<file path="src/rtl/pipeline_stall_ctrl_pkg.sv">
// Shared types for the pipeline stall/flush sequencer: FSM state encoding
// and the packed bundle of per-register hold/flush/redirect controls.
package pipeline_stall_ctrl_pkg;

  typedef enum logic [1:0] {
    PSC_RUN      = 2'd0,
    PSC_MEM_WAIT = 2'd1,
    PSC_ERR      = 2'd2
  } psc_state_e;

  // Field order doubles as the bit order of the constant patterns below.
  typedef struct packed {
    logic stop_pc;
    logic stop_if_id;
    logic stop_id_ex;
    logic stop_ex_mem;
    logic flush_if_id;
    logic flush_id_ex;
    logic flush_mem_wb;
    logic pc_redirect;
  } psc_ctrl_t;

  // Nothing moves.
  localparam psc_ctrl_t PSC_CTRL_IDLE     = 8'b0000_0000;
  // Whole front end frozen behind MEM; MEM/WB gets a bubble so the stalled
  // instruction does not write the register file repeatedly.
  localparam psc_ctrl_t PSC_CTRL_FREEZE   = 8'b1111_0010;
  // Load-use: hold PC and IF/ID, inject one bubble into ID/EX.
  localparam psc_ctrl_t PSC_CTRL_LOAD_USE = 8'b1100_0100;
  // Taken branch/jump: squash the two younger instructions, steer the PC.
  localparam psc_ctrl_t PSC_CTRL_REDIRECT = 8'b0000_1101;

endpackage

</file>
<file path="src/rtl/pipeline_stall_ctrl_sat_counter.sv">
// Saturating up-counter with synchronous clear; clear beats increment.
module sat_counter #(
  parameter int CNT_W = 32
) (
  input  logic             clk,
  input  logic             rst,
  input  logic             inc,
  input  logic             clr,
  output logic [CNT_W-1:0] cnt
);

  logic [CNT_W-1:0] cnt_q;
  logic [CNT_W-1:0] cnt_d;

  // Next count: clear first, otherwise increment unless already all-ones.
  always_comb begin
    cnt_d = cnt_q;
    if (clr) begin
      cnt_d = '0;
    end else if (inc && (cnt_q != {CNT_W{1'b1}})) begin
      cnt_d = cnt_q + {{(CNT_W-1){1'b0}}, 1'b1};
    end
  end

  // Count register.
  always_ff @(posedge clk) begin
    if (rst) begin
      cnt_q <= '0;
    end else begin
      cnt_q <= cnt_d;
    end
  end

  assign cnt = cnt_q;

endmodule

</file>
<file path="src/rtl/pipeline_stall_ctrl.sv">
// Central stall/flush sequencer for the 5-stage pipeline. Arbitrates the
// MEM-stage data-memory wait, the EX-stage redirect and the ID-stage
// load-use hazard, times out hung memory accesses, and counts stalls.
module pipeline_stall_ctrl
  import pipeline_stall_ctrl_pkg::*;
#(
  parameter int TIMEOUT_CYC = 64,
  parameter int CNT_W       = 32
) (
  input  logic             cpu_clk,
  input  logic             cpu_rst,
  input  logic             load_hazard_ID,
  input  logic             redirect_EX,
  input  logic             dmem_req_MEM,
  input  logic             dmem_ack,
  input  logic             perf_clr,
  output logic             stop_PC,
  output logic             stop_IF_ID,
  output logic             stop_ID_EX,
  output logic             stop_EX_MEM,
  output logic             flush_IF_ID,
  output logic             flush_ID_EX,
  output logic             flush_MEM_WB,
  output logic             pc_redirect,
  output logic             bus_err,
  output logic [CNT_W-1:0] stall_cnt,
  output logic [CNT_W-1:0] load_stall_cnt
);

  localparam int WAIT_W = $clog2(TIMEOUT_CYC + 1);
  localparam logic [WAIT_W-1:0] WAIT_ONE  = WAIT_W'(1);
  localparam logic [WAIT_W-1:0] WAIT_LAST = WAIT_W'(TIMEOUT_CYC - 1);
  localparam logic [WAIT_W-1:0] WAIT_MAX  = WAIT_W'(TIMEOUT_CYC);

  psc_state_e        state_q, state_d;
  logic [WAIT_W-1:0] wait_cnt_q, wait_cnt_d;
  logic              bus_err_q, bus_err_d;
  psc_ctrl_t         ctrl;
  logic              load_bubble;

  // Next-state, wait-counter and control decode; reset forces every output low.
  always_comb begin
    state_d     = state_q;
    wait_cnt_d  = wait_cnt_q;
    bus_err_d   = bus_err_q;
    ctrl        = PSC_CTRL_IDLE;
    load_bubble = 1'b0;

    unique case (state_q)
      PSC_RUN: begin
        if (dmem_req_MEM && !dmem_ack) begin
          // Memory not ready: freeze and start timing the wait. The first
          // frozen cycle already counts as one waited cycle.
          ctrl       = PSC_CTRL_FREEZE;
          state_d    = PSC_MEM_WAIT;
          wait_cnt_d = WAIT_ONE;
        end else if (redirect_EX) begin
          // The ID instruction is squashed, so its load-use hazard is moot.
          ctrl = PSC_CTRL_REDIRECT;
        end else if (load_hazard_ID) begin
          ctrl        = PSC_CTRL_LOAD_USE;
          load_bubble = 1'b1;
        end
      end

      PSC_MEM_WAIT: begin
        if (dmem_ack) begin
          // Release cycle: everything moves. Any redirect/load-use from the
          // frozen instructions re-asserts next cycle and is handled in RUN.
          state_d    = PSC_RUN;
          wait_cnt_d = '0;
        end else begin
          ctrl = PSC_CTRL_FREEZE;
          if (wait_cnt_q >= WAIT_LAST) begin
            wait_cnt_d = WAIT_MAX;
            bus_err_d  = 1'b1;
            state_d    = PSC_ERR;
          end else begin
            wait_cnt_d = wait_cnt_q + WAIT_ONE;
          end
        end
      end

      PSC_ERR: begin
        // Terminal: pipeline stays frozen until reset.
        ctrl = PSC_CTRL_FREEZE;
      end

      default: begin
        state_d = PSC_RUN;
      end
    endcase

    if (cpu_rst) begin
      ctrl        = PSC_CTRL_IDLE;
      load_bubble = 1'b0;
    end
  end

  // State, wait counter and sticky bus error register.
  always_ff @(posedge cpu_clk) begin
    if (cpu_rst) begin
      state_q    <= PSC_RUN;
      wait_cnt_q <= '0;
      bus_err_q  <= 1'b0;
    end else begin
      state_q    <= state_d;
      wait_cnt_q <= wait_cnt_d;
      bus_err_q  <= bus_err_d;
    end
  end

  assign stop_PC      = ctrl.stop_pc;
  assign stop_IF_ID   = ctrl.stop_if_id;
  assign stop_ID_EX   = ctrl.stop_id_ex;
  assign stop_EX_MEM  = ctrl.stop_ex_mem;
  assign flush_IF_ID  = ctrl.flush_if_id;
  assign flush_ID_EX  = ctrl.flush_id_ex;
  assign flush_MEM_WB = ctrl.flush_mem_wb;
  assign pc_redirect  = ctrl.pc_redirect;
  assign bus_err      = bus_err_q & ~cpu_rst;

  // Performance counters: index 0 counts PC-stall cycles, index 1 counts
  // load-use bubbles.
  logic [1:0]       perf_inc;
  logic [CNT_W-1:0] perf_val [2];

  assign perf_inc = {load_bubble, ctrl.stop_pc};

  generate
    for (genvar gi = 0; gi < 2; gi++) begin : g_perf
      sat_counter #(
        .CNT_W (CNT_W)
      ) u_cnt (
        .clk (cpu_clk),
        .rst (cpu_rst),
        .inc (perf_inc[gi]),
        .clr (perf_clr),
        .cnt (perf_val[gi])
      );
    end
  endgenerate

  assign stall_cnt      = perf_val[0];
  assign load_stall_cnt = perf_val[1];

endmodule

</file>
<file path="config.mk">
export PLATFORM = sky130hd
export DESIGN_NAME = pipeline_stall_ctrl
export DESIGN_NICKNAME = d
export VERILOG_FILES = /design/src/rtl/pipeline_stall_ctrl_pkg.sv /design/src/rtl/pipeline_stall_ctrl_sat_counter.sv /design/src/rtl/pipeline_stall_ctrl.sv
export SDC_FILE = /design/constraint.sdc
export NUM_CORES = 1
export LEC_CHECK = 0
export ABC_AREA = 1
export ABC_CLOCK_PERIOD_IN_PS = 2930
export CORE_ASPECT_RATIO = 1.25
export CORE_MARGIN = 2
export CORE_UTILIZATION = 50
export DETAILED_ROUTE_END_ITERATION = 10
export GPL_ROUTABILITY_DRIVEN = 1
export HOLD_SLACK_MARGIN = 0.08
export PLACE_DENSITY_LB_ADDON = 0.1
export SLEW_MARGIN = 30
export SYNTH_ARGS = -nofsm -noshare
export SYNTH_HDL_FRONTEND = slang
export SYNTH_SLANG_ARGS = --single-unit
</file>
<file path="constraint.sdc">
create_clock -name cpu_clk -period 2.93 [get_ports cpu_clk]
set_input_delay 0.879 -clock cpu_clk [delete_from_list [all_inputs] [get_ports cpu_clk]]
set_output_delay 0.879 -clock cpu_clk [all_outputs]
set_load 0.01 [all_outputs]
</file>
==> summary.log, run 1 <==
qor: pwr.total_power 0.002411 W
qor: clocking.cts.path.max_buffers 2
qor: logic_synthesis.top_cell_types_by_occurrence_after_synthesis nand2_1 (308), nor2_1 (138), dfxtp_1 (74)
qor: setup_path.worstSetupStartpointType primary input
qor: setup_path.worst-endpoint-arrival 1.99 ns
qor: logic_synthesis.asyncSetResetFlopFracSynth 0
qor: cells_and_area.fin_cells 1014
qor: global_routing.gr-max-usage-layer met2
qor: timing.slew-limit-headroom 0.7217
qor: route.routed_wl 13140 um
qor: timing.setup-tns-final 0 ns
qor: clocking.clock_tree.root_cell clkbuf_16
qor: place.gp_congestion 0.9587
qor: clocking.cts_post_setup_buffers_inserted 0
qor: global_routing.grt_pass1_vias 4820
qor: global_routing.met3_usage 0.03862
qor: timing.finalMaxSlewViolations 0
qor: route.route.vias.total 5194
qor: logic_synthesis.synth-edff-count 0
qor: logic_synthesis.ys_top_cells_by_area dfxtp_1 (31%), nand2_1 (24%), nor2_1 (11%)
qor: cells_and_area.nets 896
qor: clocking.postCtsHoldBufs 0
qor: place.count_of_input_and_output_buffers 79
qor: logic_synthesis.synth.most_common_cell nand2_1
qor: floorplan.fp.coreArea 9174 um2
qor: global_routing.globalRoute.totalOverflow 0
qor: route.detailedRoute.firstPassIterationCount 4
qor: logic_synthesis.synth_area_leader_cell dfxtp_1
qor: flow_run.timing.max_cap.violations 0
qor: clocking.clkTransAtPathRegs 0.06 ns
qor: global_routing.grtUsageMet2 0.4820
qor: setup_path.capturing_instance_or_port_of_the_critical_path bus_err
qor: floorplan.pin_count 80
qor: setup_path.reg2reg_depth 10
qor: logic_synthesis.synth_seq_cells 74
qor: clocking.tritoncts built
qor: global_routing.groute.usage.overall 0.2569
qor: timing.clock-skew-final 0.005965 ns
qor: setup_path.path_class primary input to primary output
qor: timing.final_critical_path_setup_slack 0.06290 ns
qor: route.detail_route.iter0.violations 201
qor: place.detailedPlace.worstSlack -0.4589 ns
qor: setup_path.critical_path.reg2reg.endpoint g_perf[1].u_cnt.cnt[8]$_SDFFE_PP0P_
qor: pwr.ir_drop 0.3160 mV
qor: setup_path.critPathRequiredTime 2.05 ns
qor: outcome.run_status finished, final reports clean
qor: cells_and_area.layout.filler_cells 917
qor: clocking.clkLatencyLatePin 0.34 ns
qor: setup_path.worstReg2RegStart g_perf[1].u_cnt.cnt[0]$_SDFFE_PP0P_
qor: clocking.ctsHtreeMaxLevel 3
qor: cells_and_area.drive_gt1_frac 0.08305
qor: route.post-route-drc-count 0
qor: global_routing.grt_first_pass_wirelength 21600 um
qor: setup_path.setup.worst_path.end_class primary output
qor: floorplan.dieHeight 112.9 um
qor: timing.max_slew.worst_pin.slew 0.4150 ns
qor: setup_path.reg2reg_slack 0.81 ns
qor: cells_and_area.relative_area_change_from_synthesis_to_final_layout 26.53%
qor: clocking.numCtsBuffers 9
qor: logic_synthesis.synthCells 802
qor: timing.final_period_minus_worst_setup_slack 2.867 ns
qor: timing.rsz0062_at_grt no
qor: floorplan.num_rows 39
qor: logic_synthesis.synthesis.area_per_instance 5.916 um2
qor: logic_synthesis.top_ff_cell_synth dfxtp_1
qor: logic_synthesis.postSynthNetCount 812
qor: pwr.static_power_due_to_leakage 2.115 nW
qor: timing.finalCritPeriodShare 0.9785
qor: global_routing.grt_util_met1 0.2719
qor: global_routing.antenna_found_initial 0
qor: logic_synthesis.synth_seq_area_share 0.3122
qor: timing.setup-violations-final 0
qor: place.dp.final_hpwl 10020 um
qor: logic_synthesis.cell_variety_after_synth 30
qor: route.vias_per_cell 5.122
qor: cells_and_area.insertedDiodeCount 0
qor: timing.max_freq 348.8 MHz
qor: logic_synthesis.netlist.area_leader.share 0.3122
qor: pwr.power-per-cell-area 401.6 nW/um2
qor: route.wl_per_cell 12.95 um
qor: floorplan.die_width 91.13 um
qor: route.drtAntennaViolNets 0
qor: floorplan.floorplan.die_area 10290 um2
qor: global_routing.largest_net_degree_at_the_start_of_global_routing 30
qor: min_path.min_delay_path_class flop to flop
qor: setup_path.startpoint cpu_rst
qor: cells_and_area.utilization 0.6544
qor: logic_synthesis.post_synth_instance_area 4745 um2
qor: setup_path.largest_fanout_of_any_net_on_the_critical_path 7
qor: clocking.cts.sinks 74
qor: floorplan.initial_core_util 0.5172
qor: logic_synthesis.synth-warning-count 0
qor: place.placed_cells_incl_taps 998
qor: timing.report.final.hold_viol_count 0
[stage by stage]
| step | instance area, um2 | hold slack, ns |
|---|---|---|
| 5_1_grt | 6003 | 0.5091 |
| 4_1_cts | 5998 | 0.4721 |
| 3_3_place_gp | 5679 | 0.4630 |
| 3_5_place_dp | 5679 | 0.4630 |
| 2_1_floorplan | 4745 | 0.4437 |
| 6_report | 6003 | 0.4684 |
[critical path, stage by stage]
cell and delay, ns:
clkdlybuf4s50_1 0.43, buf_4 0.16, buf_4 0.15, nor2_1 0.09, dlygate4sd2_1 0.27
[timing repair]
action / in CTS / in global routing
endpoints found under the setup margin: 9 / 7
resized for setup: 34 / 5
pin swaps: 0 / 2
[cell usage in the layout (no fill, tap or decap), types with 2 or more instances in the layout]
cell type / n
clkbuf_16: 9
bufinv_16: 3
nand3_2: 2
clkdlybuf4s50_1: 68
nand2_1: 307
xor2_1: 22
o21ai_0: 12
dfxtp_1: 74
nand2_2: 9
nand3_1: 43
ha_1: 3
nor2_1: 137
nor2_4: 3
a21oi_1: 43
inv_2: 3
clkbuf_1: 2
nor3_1: 6
inv_1: 70
nand4_1: 11
a21oi_2: 10
nor2_2: 4
clkinv_2: 2
buf_4: 18
dlymetal6s2s_1: 2
xnor2_1: 9
buf_2: 6
[sequential cells by signal, indices dropped and copies added (netlist names)]
name and flops:
bus_err_q 1, g_perf.u_cnt.cnt 64, state_q 2, wait_cnt_q 7
[report_power, final]
part           leakage, nW  internal [W]  total (W)  switching, W
registers            0.596       0.00101    0.00101    0.00000462
logic                 1.36     0.0000476   0.000138     0.0000907
clock network        0.160      0.000831    0.00126      0.000427
total                 2.12       0.00189    0.00241      0.000523
[metal layers]
layer	routed length, um	vias up
li1	-	2669
met1	5127	2340
met2	6830	145
met3	545	40
met4	631	0
met5	0	-
[cell type report]
class / count / area, um2 / share of cell area
clock buffers: 11 / 232.7 / 0.03877
clock inverters: 5 / 102.6 / 0.01709
inverters: 75 / 282.8 / 0.04710
multi-input cells: 629 / 2855 / 0.4756
flip-flops and latches: 74 / 1481 / 0.2468
well taps: 123 / 153.9 / 0.02564
repair buffers: 97 / 894.6 / 0.1490
[cell families (layout without fill, tap and decap cells)]
family | Yosys count | in the layout | share of synthesized area
AOI/OAI and AO/OA | 70 | 70 | 0.08360
xor gates and xnor gates | 31 | 31 | 0.05723
adders and majority gates | 3 | 3 | 0.007912
buffers and inverters | 99 | 188 | 0.09019
DFF | 74 | 74 | 0.3122
and+or+nand+nor | 525 | 525 | 0.4488
[how the worst min path moves through the flow]
stage / from / to / slack [ns] / depth (start not counted)
floorplan: wait_cnt_q[6]$_SDFFE_PP0P_ / wait_cnt_q[6]$_SDFFE_PP0P_ / 0.44 / 2
global placement: wait_cnt_q[6]$_SDFFE_PP0P_ / wait_cnt_q[6]$_SDFFE_PP0P_ / 0.46 / 2
detailed placement: wait_cnt_q[6]$_SDFFE_PP0P_ / wait_cnt_q[6]$_SDFFE_PP0P_ / 0.46 / 2
CTS: wait_cnt_q[6]$_SDFFE_PP0P_ / wait_cnt_q[6]$_SDFFE_PP0P_ / 0.47 / 2
global route: wait_cnt_q[6]$_SDFFE_PP0P_ / wait_cnt_q[6]$_SDFFE_PP0P_ / 0.51 / 2
finish: wait_cnt_q[6]$_SDFFE_PP0P_ / wait_cnt_q[6]$_SDFFE_PP0P_ / 0.47 / 2
(Power assumes the default switching activity.)
==> run 2, diff against run 1 <==
- CTS_BUF_LIST: default -> sky130_fd_sc_hd__clkbuf_16
==> run 2 against run 1 <==
  * Highest routed layer unchanged
  * Sequential cell count is the same
  * Sequential share of layout area is the same
  * Final cell count is the same
  * Global-route usage is the same
  * Non-clock buffer count is the same
  * Largest power group unchanged
  * Wire length is essentially flat
  * Worst setup slack is essentially flat
  * Hold slack is the same
  * Core utilization is the same
  * Critical path type unchanged
==> summary.log, run 2 (synthesis results as in run 1) <==
qor: timing.finalCritPeriodShare 0.9785 [about the same]
qor: global_routing.globalRoute.totalOverflow 0 [unchanged]
qor: clocking.postCtsHoldBufs 0 [unchanged]
qor: floorplan.dieHeight 112.9 um [unchanged]
qor: cells_and_area.utilization 0.6544 [unchanged]
qor: floorplan.die_width 91.13 um [unchanged]
qor: cells_and_area.fin_cells 1014 [unchanged]
qor: clocking.ctsHtreeMaxLevel 3 [unchanged]
qor: route.dr_wl_met3 561 um [+2.9%]
qor: route.wl_per_cell 12.96 um [about the same]
qor: place.detailedPlace.worstSlack -0.4589 ns [unchanged]
qor: setup_path.critPathRequiredTime 2.05 ns [about the same]
qor: clocking.clock_tree.root_cell clkbuf_16
qor: timing.clock-skew-final 0.006416 ns [+0.0004509 ns]
qor: global_routing.grt_pass1_vias 4820 [unchanged]
qor: floorplan.num_rows 39 [unchanged]
qor: cells_and_area.largest_register_ffs 64 [unchanged]
qor: global_routing.groute.usage.overall 0.2569 [unchanged]
qor: cells_and_area.insertedDiodeCount 0 [unchanged]
qor: floorplan.initial_core_util 0.5172 [unchanged]
qor: timing.setup-violations-final 0 [unchanged]
qor: min_path.min_delay_path_class flop to flop
qor: clocking.numCtsBuffers 9 [unchanged]
qor: route.wl_met2 6816 um [-0.20%]
qor: timing.slew-limit-headroom 0.7217 [unchanged]
qor: route.detailedRoute.firstPassIterationCount 4 [unchanged]
qor: cells_and_area.mostFrequentLayoutCell nand2_1
qor: clocking.clkTransAtPathRegs 0.06 ns [about the same]
qor: route.detail_route.iter0.violations 201 [unchanged]
qor: pwr.power-per-cell-area 400.7 nW/um2 [-0.23%]
qor: pwr.ir_drop 0.3160 mV [about the same]
qor: route.drtAntennaViolNets 0 [unchanged]
qor: route.vias_per_cell 5.130 [+0.15%]
qor: setup_path.worst-endpoint-arrival 1.99 ns [about the same]
qor: setup_path.largest_fanout_of_any_net_on_the_critical_path 7 [unchanged]
qor: global_routing.largest_net_degree_at_the_start_of_global_routing 30 [unchanged]
qor: clocking.clkLatencyLatePin 0.34 ns [about the same]
qor: global_routing.antenna_found_initial 0 [unchanged]
qor: floorplan.fp.coreArea 9174 um2 [unchanged]
qor: cells_and_area.nets 896 [unchanged]
qor: cells_and_area.relative_area_change_from_synthesis_to_final_layout 26.53% [unchanged]
qor: floorplan.floorplan.die_area 10290 um2 [unchanged]
qor: route.post-route-drc-count 0 [unchanged]
qor: cells_and_area.layout_common_cells nand2_1 (307), nor2_1 (137), dfxtp_1 (74)
qor: cells_and_area.final-seq-area 1481 um2 [unchanged]
qor: route.detail_route.wirelength.met1 5128 um [about the same]
qor: place.count_of_input_and_output_buffers 79 [unchanged]
qor: timing.finalMaxSlewViolations 0 [unchanged]
qor: setup_path.worstSetupStartpointType primary input
qor: place.gp_congestion 0.9587 [unchanged]
qor: pwr.static_power_due_to_leakage 2.124 nW [+0.39%]
qor: timing.setup-tns-final 0 ns [unchanged]
qor: timing.max_freq 348.8 MHz [about the same]
qor: cells_and_area.drive_gt1_frac 0.08305 [unchanged]
qor: timing.final_period_minus_worst_setup_slack 2.867 ns [-0.000003400 ns]
qor: setup_path.setup.worst_path.end_class primary output
qor: cells_and_area.multi_input_area 2855 um2 [unchanged]
qor: global_routing.grt_first_pass_wirelength 21600 um [unchanged]
qor: route.route.vias.total 5202 [+0.15%]
qor: route.routed_wl 13140 um [about the same]
qor: timing.final_critical_path_setup_slack 0.06290 ns [+0.000003400 ns]
qor: floorplan.pin_count 80 [unchanged]
qor: clocking.cts.sinks 74 [unchanged]
qor: timing.holdWs 0.4684 ns [unchanged]
qor: timing.max_slew.worst_pin.slew 0.4150 ns [unchanged]
qor: clocking.cts_post_setup_buffers_inserted 0 [unchanged]
qor: place.dp.final_hpwl 10020 um [unchanged]
qor: setup_path.path_class primary input to primary output
qor: outcome.run_status finished, final reports clean
qor: timing.report.final.hold_viol_count 0 [unchanged]
qor: clocking.cts.path.max_buffers 2 [unchanged]
qor: flow_run.timing.max_cap.violations 0 [unchanged]
qor: cells_and_area.layout.filler_cells 917 [unchanged]
qor: route.route.top_layer_used met4
qor: clocking.tritoncts built
qor: place.placed_cells_incl_taps 998 [unchanged]
qor: timing.rsz0062_at_grt no
run 2: changes by cell type in the layout (fill, tap and decap cells not counted):
cell and change:
inv_1 +2, clkbuf_1 -2
run 2: metrics by stage:
step / cell area (um2) / power, W
final: 6003 / 0.002405
after global routing: 6003 / 0.002474
after CTS: 5998 / 0.002417
after detailed placement: 5679 / 0.001179
after global placement: 5679 / 0.001174
after floorplan: 4745 / 0.001124
run 2: layout make-up:
type	instances	share of cell area
clock buffer	9	0.03752
clock inverter	7	0.01834
inverter	75	0.04710
multi-input combinational	629	0.4756
sequential	74	0.2468
tap	123	0.02564
timing repair buffer	97	0.1490
run 2: worst max-delay path, cell delays in order:
cell and delay, ns:
clkdlybuf4s50_1 0.43, buf_4 0.16, buf_4 0.15, nor2_1 0.09, dlygate4sd2_1 0.27
run 2: what timing repair did:
action	in CTS	in global routing
gates resized for setup	34	5
pin swaps	0	2
setup endpoints to repair	9	7
run 2: worst paths after layout:
kind,startpoint,to,slack (ns),depth (start not counted)
max,cpu_rst,bus_err,0.06,5
min,wait_cnt_q[6]$_SDFFE_PP0P_,wait_cnt_q[6]$_SDFFE_PP0P_,0.47,2
max reg2reg,g_perf[1].u_cnt.cnt[0]$_SDFFE_PP0P_,g_perf[1].u_cnt.cnt[8]$_SDFFE_PP0P_,0.81,10
min reg2reg,wait_cnt_q[6]$_SDFFE_PP0P_,wait_cnt_q[6]$_SDFFE_PP0P_,0.47,2
run 2: per-layer routing:
layer,vias up,global-route usage
met2,152,0.4820
met3,40,0.03862
li1,2668,-
met4,0,0.1444
met1,2342,0.2719
met5,-,0
run 2: power breakdown:
| part | leakage, nW | total [W] | switching (W) | internal [W] |
|---|---|---|---|---|
| Clock | 0.168 | 0.00125 | 0.000429 | 0.000824 |
| Sequential | 0.596 | 0.00101 | 0.00000461 | 0.00101 |
| Combinational | 1.36 | 0.000138 | 0.0000908 | 0.0000476 |
| Total | 2.12 | 0.00241 | 0.000524 | 0.00188 |
